**src/rtl/alu_pkg.sv**
```systemverilog
// Shared definitions for the ALU front-end controller and the ALU opcode decode.
package alu_pkg;

   localparam int unsigned FUNC_W_DEFAULT = 3;

   typedef enum logic [1:0] {
      S_IDLE  = 2'd0,
      S_ISSUE = 2'd1,
      S_WAIT  = 2'd2,
      S_SHOW  = 2'd3
   } state_t;

endpackage

```
**src/rtl/pb_debounce.sv**
```systemverilog
// Pushbutton conditioner: 2-flop synchronizer, stability counter and a 1-cycle press pulse.
module pb_debounce #(
   parameter int unsigned DEBOUNCE_CYCLES = 1000
) (
   input  logic clk,
   input  logic rst,
   input  logic i_pb,
   output logic o_press
);

   localparam int unsigned CW = $clog2(DEBOUNCE_CYCLES) + 1;
   localparam logic [CW-1:0] CNT_LAST = CW'(DEBOUNCE_CYCLES - 1);

   logic [1:0]    r_sync;
   logic          r_level;
   logic [CW-1:0] r_cnt;
   logic          w_diff;
   logic          w_flip;

   assign w_diff = r_sync[1] ^ r_level;
   assign w_flip = w_diff && (r_cnt == CNT_LAST);

   always_ff @(posedge clk or posedge rst) begin
      if (rst) begin
         r_sync  <= 2'b00;
         r_level <= 1'b0;
         r_cnt   <= '0;
      end else begin
         r_sync <= {r_sync[0], i_pb};
         if (w_flip) begin
            r_level <= r_sync[1];
            r_cnt   <= '0;
         end else if (w_diff) begin
            r_cnt <= r_cnt + CW'(1);
         end else begin
            r_cnt <= '0;
         end
      end
   end

   // Pulse in the cycle the level is about to rise; releases never pulse.
   assign o_press = w_flip & r_sync[1];

endmodule

```
**src/rtl/alu_op_sequencer.sv**
```systemverilog
// Button/switch front end for the 4-bit ALU: operand capture, start/done handshake with
// timeout, and result/flag display.
module alu_op_sequencer
   import alu_pkg::*;
#(
   parameter int unsigned WIDTH           = 4,
   parameter int unsigned FUNC_W          = FUNC_W_DEFAULT,
   parameter int unsigned DEBOUNCE_CYCLES = 1000,
   parameter int unsigned TIMEOUT_CYCLES  = 16
) (
   input  logic              clk,
   input  logic              rst,
   input  logic [2:0]        pb,
   input  logic [WIDTH-1:0]  sw,
   input  logic              alu_done,
   input  logic [WIDTH-1:0]  alu_result,
   input  logic              alu_ovf,
   output logic [WIDTH-1:0]  op_a,
   output logic [WIDTH-1:0]  op_b,
   output logic [FUNC_W-1:0] func,
   output logic              alu_start,
   output logic [WIDTH-1:0]  led,
   output logic              ovf_flag,
   output logic              busy,
   output logic              err
);

   localparam int unsigned TW = $clog2(TIMEOUT_CYCLES) + 1;
   localparam logic [TW-1:0] TIMER_LAST = TW'(TIMEOUT_CYCLES - 1);

   logic [2:0] w_press;

   for (genvar g = 0; g < 3; g++) begin : g_pb
      pb_debounce #(
         .DEBOUNCE_CYCLES(DEBOUNCE_CYCLES)
      ) u_pb_debounce (
         .clk    (clk),
         .rst    (rst),
         .i_pb   (pb[g]),
         .o_press(w_press[g])
      );
   end

   state_t            r_state, w_state_d;
   logic [WIDTH-1:0]  r_op_a, w_op_a_d;
   logic [WIDTH-1:0]  r_op_b, w_op_b_d;
   logic [FUNC_W-1:0] r_func, w_func_d;
   logic [WIDTH-1:0]  r_led, w_led_d;
   logic              r_ovf, w_ovf_d;
   logic              r_err, w_err_d;
   logic [TW-1:0]     r_timer, w_timer_d;
   logic              w_load;

   assign w_load = w_press[0] | w_press[1];

   always_ff @(posedge clk or posedge rst) begin
      if (rst) begin
         r_state <= S_IDLE;
         r_op_a  <= '0;
         r_op_b  <= '0;
         r_func  <= '0;
         r_led   <= '0;
         r_ovf   <= 1'b0;
         r_err   <= 1'b0;
         r_timer <= '0;
      end else begin
         r_state <= w_state_d;
         r_op_a  <= w_op_a_d;
         r_op_b  <= w_op_b_d;
         r_func  <= w_func_d;
         r_led   <= w_led_d;
         r_ovf   <= w_ovf_d;
         r_err   <= w_err_d;
         r_timer <= w_timer_d;
      end
   end

   always_comb begin
      w_state_d = r_state;
      w_op_a_d  = r_op_a;
      w_op_b_d  = r_op_b;
      w_func_d  = r_func;
      w_led_d   = r_led;
      w_ovf_d   = r_ovf;
      w_err_d   = r_err;
      w_timer_d = r_timer;
      unique case (r_state)
         S_IDLE, S_SHOW: begin
            // Loads land on the same edge as an execute, so ISSUE sees the new operand.
            if (w_press[0]) w_op_a_d = sw;
            if (w_press[1]) w_op_b_d = sw;
            if (w_load)     w_led_d  = sw;
            if (w_press[2]) begin
               w_func_d  = sw[FUNC_W-1:0];
               w_state_d = S_ISSUE;
            end else if (w_load) begin
               w_ovf_d   = 1'b0;
               w_err_d   = 1'b0;
               w_state_d = S_IDLE;
            end
         end
         S_ISSUE: begin
            w_timer_d = '0;
            w_state_d = S_WAIT;
         end
         S_WAIT: begin
            if (alu_done) begin
               w_led_d   = alu_result;
               w_ovf_d   = alu_ovf;
               w_err_d   = 1'b0;
               w_state_d = S_SHOW;
            end else if (r_timer == TIMER_LAST) begin
               w_led_d   = '1;
               w_ovf_d   = 1'b0;
               w_err_d   = 1'b1;
               w_state_d = S_SHOW;
            end else begin
               w_timer_d = r_timer + TW'(1);
            end
         end
         default: w_state_d = S_IDLE;
      endcase
   end

   assign op_a      = r_op_a;
   assign op_b      = r_op_b;
   assign func      = r_func;
   assign led       = r_led;
   assign ovf_flag  = r_ovf;
   assign err       = r_err;
   assign alu_start = (r_state == S_ISSUE);
   assign busy      = (r_state == S_ISSUE) || (r_state == S_WAIT);

endmodule

```
**config.mk**
```make
export PLATFORM = sky130hd
export DESIGN_NAME = alu_op_sequencer
export DESIGN_NICKNAME = d
export VERILOG_FILES = /design/src/rtl/alu_pkg.sv /design/src/rtl/pb_debounce.sv /design/src/rtl/alu_op_sequencer.sv
export SDC_FILE = /design/constraint.sdc
export NUM_CORES = 1
export LEC_CHECK = 0
export CAP_MARGIN = 10
export CORE_UTILIZATION = 60
export CTS_CLUSTER_DIAMETER = 150
export DETAILED_ROUTE_END_ITERATION = 16
export PLACE_DENSITY = 0.9
export SLEW_MARGIN = 25
export SYNTH_ARGS = -nofsm -noshare
export SYNTH_HDL_FRONTEND = slang
export SYNTH_SLANG_ARGS = --single-unit
export TNS_END_PERCENT = 20
```
**constraint.sdc**
```tcl
create_clock -name clk -period 3.2 [get_ports clk]
set_input_delay 0.64 -clock clk [delete_from_list [all_inputs] [get_ports clk]]
set_output_delay 0.64 -clock clk [all_outputs]
set_load 0.02 [all_outputs]
```
==> flow_summary.json <==
{
  "synth_seq_cells": 66,
  "start_util_pct": 63.6,
  "cts.sink_count": 66,
  "path_class": "reg2out",
  "pre_cts_ws_ns": 0.757,
  "fin_nets": 343,
  "path_clk_slew_ns": 0.07,
  "port_buffers": 33,
  "fmaxAchievable_mhz": 373,
  "io-pin-count": 34,
  "grt_pass1_vias": 2059,
  "routed-via-count": 2231,
  "die_h_um": 73.7,
  "cp.arrival_ns": 2.04,
  "drtIter0Drc": 130,
  "dr.pass1.iters": 5,
  "worst_pin_slew_ns": 0.824,
  "drive_gt1_share_pct": 10.7,
  "ctsHoldBuffers": 0,
  "cellPowerDensity_nw_per_um2": 442,
  "synth.avg_cell_area_um2": 10.9,
  "final_antenna_net_count": 0,
  "rsz0062_at_grt": "false",
  "hold_viol_final": 0,
  "maxSlewHeadroom_pct": 44.9,
  "finClkSkew_ns": 0.00867,
  "p_leak_nw": 1.66,
  "synth_ff_type": "dfrtp_1",
  "maxSlewViolCount": 0,
  "vias_per_cell": 5.68,
  "clkLatencyLatePin_ns": 0.34,
  "status": "complete, no violations",
  "route.detailed.drc": 0,
  "rows": 25,
  "fin_cells": 393,
  "ys_async_sr_fraction_pct": 100,
  "synthCells": 284,
  "dpl.hpwl_mm": 4.13,
  "period_share_pct": 83.8,
  "dp_cells": 377,
  "yosys_warnings": 0,
  "cap_violations": 0,
  "fin_ws_ns": 0.518,
  "avgRoutedWirePerCell_um": 14.7,
  "setup_viol": 0,
  "cts_root_buffer": "clkbuf_8",
  "wl_mm": 5.79,
  "gp_congestion": 0.805,
  "overflow": 0,
  "numCtsBuffers": 9,
  "grt_start_max_net_pins": 40,
  "ys_seq_area_share_pct": 53.6,
  "syn_area_um2": 3080,
  "cts_setup_buffers": 0,
  "clockBufferDepth": 2,
  "cp.required_ns": 2.56,
  "critical_path.max_fanout": 10,
  "antenna_found_initial": 0,
  "syn-num-nets": 306,
  "core_um2": 4850,
  "ir_drop_v": 0.000332,
  "cts_resized": 0,
  "critPathLaunchType": "register",
  "end_kind": "output pin",
  "cts_tree": "yes",
  "synth-edff-count": 0,
  "hold_class": "reg2reg",
  "dieArea_um2": 5430,
  "ys_types": 39,
  "finalSetupTns_ns": 0,
  "grt_pass1_wl_mm": 9.45,
  "final.min_clock_period_ns": 2.68,
  "n_antenna_cell": 0,
  "track_usage_pct": 23.5,
  "die_w_um": 73.7,
  "area_delta_synth_final_pct": 19.4,
  "ctsHtreeMaxLevel": 3
}
-- path summary, 6_finish.rpt --
kind                                                  from                               to  slack [ns]  cells past startpoint
min in group asynchronous                              rst   g_pb[2].u_pb_debounce.r_cnt[8]        0.69                      2
max in group asynchronous                              rst                          op_a[0]        1.90                      3
max reg2reg                                     r_state[0]                          func[1]        0.89                      5
max                                             r_state[0]                             busy        0.52                      4
min reg2reg                g_pb[2].u_pb_debounce.r_sync[0]  g_pb[2].u_pb_debounce.r_sync[1]        0.35                      0
min                        g_pb[2].u_pb_debounce.r_sync[0]  g_pb[2].u_pb_debounce.r_sync[1]        0.35                      0
-- cells in the mapped netlist, types with 2 or more instances --
cell type	count	area share, %
a31oi_1	2	0.41
and3_1	9	1.8
and4_1	3	0.85
clkbuf_1	7	0.85
dfrtp_1	66	54
ha_1	7	2.8
inv_1	12	1.5
mux2_2	15	5.5
mux2i_1	3	0.97
nand2_1	15	1.8
nand2b_1	5	1.0
nand3_1	8	1.3
nand3b_1	2	0.49
nand4_1	12	2.4
nand4bb_1	2	0.73
nor2_1	41	5.0
nor2b_1	5	1.0
nor3_1	6	0.97
nor4b_2	2	0.97
o21ai_0	6	0.97
o21bai_1	2	0.49
o22ai_1	5	1.0
o31a_1	2	0.57
or3_1	2	0.41
or4_1	2	0.49
xnor2_1	9	2.6
xor2_1	22	6.2
-- stage by stage --
stage	power, mW	hold slack (ns)	utilization, %	instance area (um2)
after floorplan	0.915	0.331	-	3080
after global placement	0.951	0.335	71.9	3490
after detailed placement	0.954	0.335	71.9	3490
after CTS	1.64	0.350	75.9	3680
after global routing	1.68	0.362	75.9	3680
final	1.63	0.349	75.9	3680
-- per-layer routing --
| metal | global-route usage, % | wire length (um) | vias to the layer above |
|---|---|---|---|
| met5 | 0 | 0 | - |
| met4 | 11.1 | 136 | 0 |
| met3 | 6.45 | 338 | 18 |
| met2 | 37.1 | 2700 | 79 |
| met1 | 30.1 | 2620 | 1075 |
| li1 | - | - | 1059 |
-- sequential cells by signal (all words and copies together), names as in the netlist --
name,count
err,1
func,3
g_pb.u_pb_debounce.r_cnt,33
g_pb.u_pb_debounce.r_level,3
g_pb.u_pb_debounce.r_sync,6
led,4
op_a,4
op_b,4
ovf_flag,1
r_state,2
r_timer,5
-- kinds of logic after synthesis --
| logic type | share of synthesized area, % |
|---|---|
| and+or+nand+nor | 20.9 |
| DFF | 53.6 |
| xor gates and xnor gates | 8.81 |
| AOI/OAI and AO/OA | 4.63 |
| buffers and inverters | 2.48 |
| muxes | 6.82 |
| adders and majority gates | 2.84 |
-- critical path: stages (launching register included) --
cell             delay, ns
dfrtp_1               0.40
inv_1                 0.07
ha_1                  0.41
inv_1                 0.18
clkdlybuf4s50_1       0.63
-- cell type report --
cell class	instances	area [um2]
flip-flops and latches	66	1650
multi-input cells	198	1360
fillers	312	1170
repair buffers	34	350
clock buffers	11	141
well taps	67	83.8
clock inverters	5	53.8
inverters	12	45.0
-- power by group --
group	internal [mW]	switching, mW
logic	0.0337	0.0422
clock network	0.378	0.313
registers	0.848	0.0130
-- cells in the final DEF (no fill, tap or decap), drive strengths merged, types with 3 or more instances in the layout --
cell and count:
nand2 15, dfrtp 66, and3 9, inv 12
clkinv 4, clkbuf 11, nor2b 5, and4 3
clkdlybuf4s50 33, nand2b 5, ha 7, nor2 41
o22ai 5, mux2i 3, nand3 8, nor3 6
o21ai 6, xor2 22, xnor2 9, mux2 16
nand4 12
(Power assumes the default switching activity.)
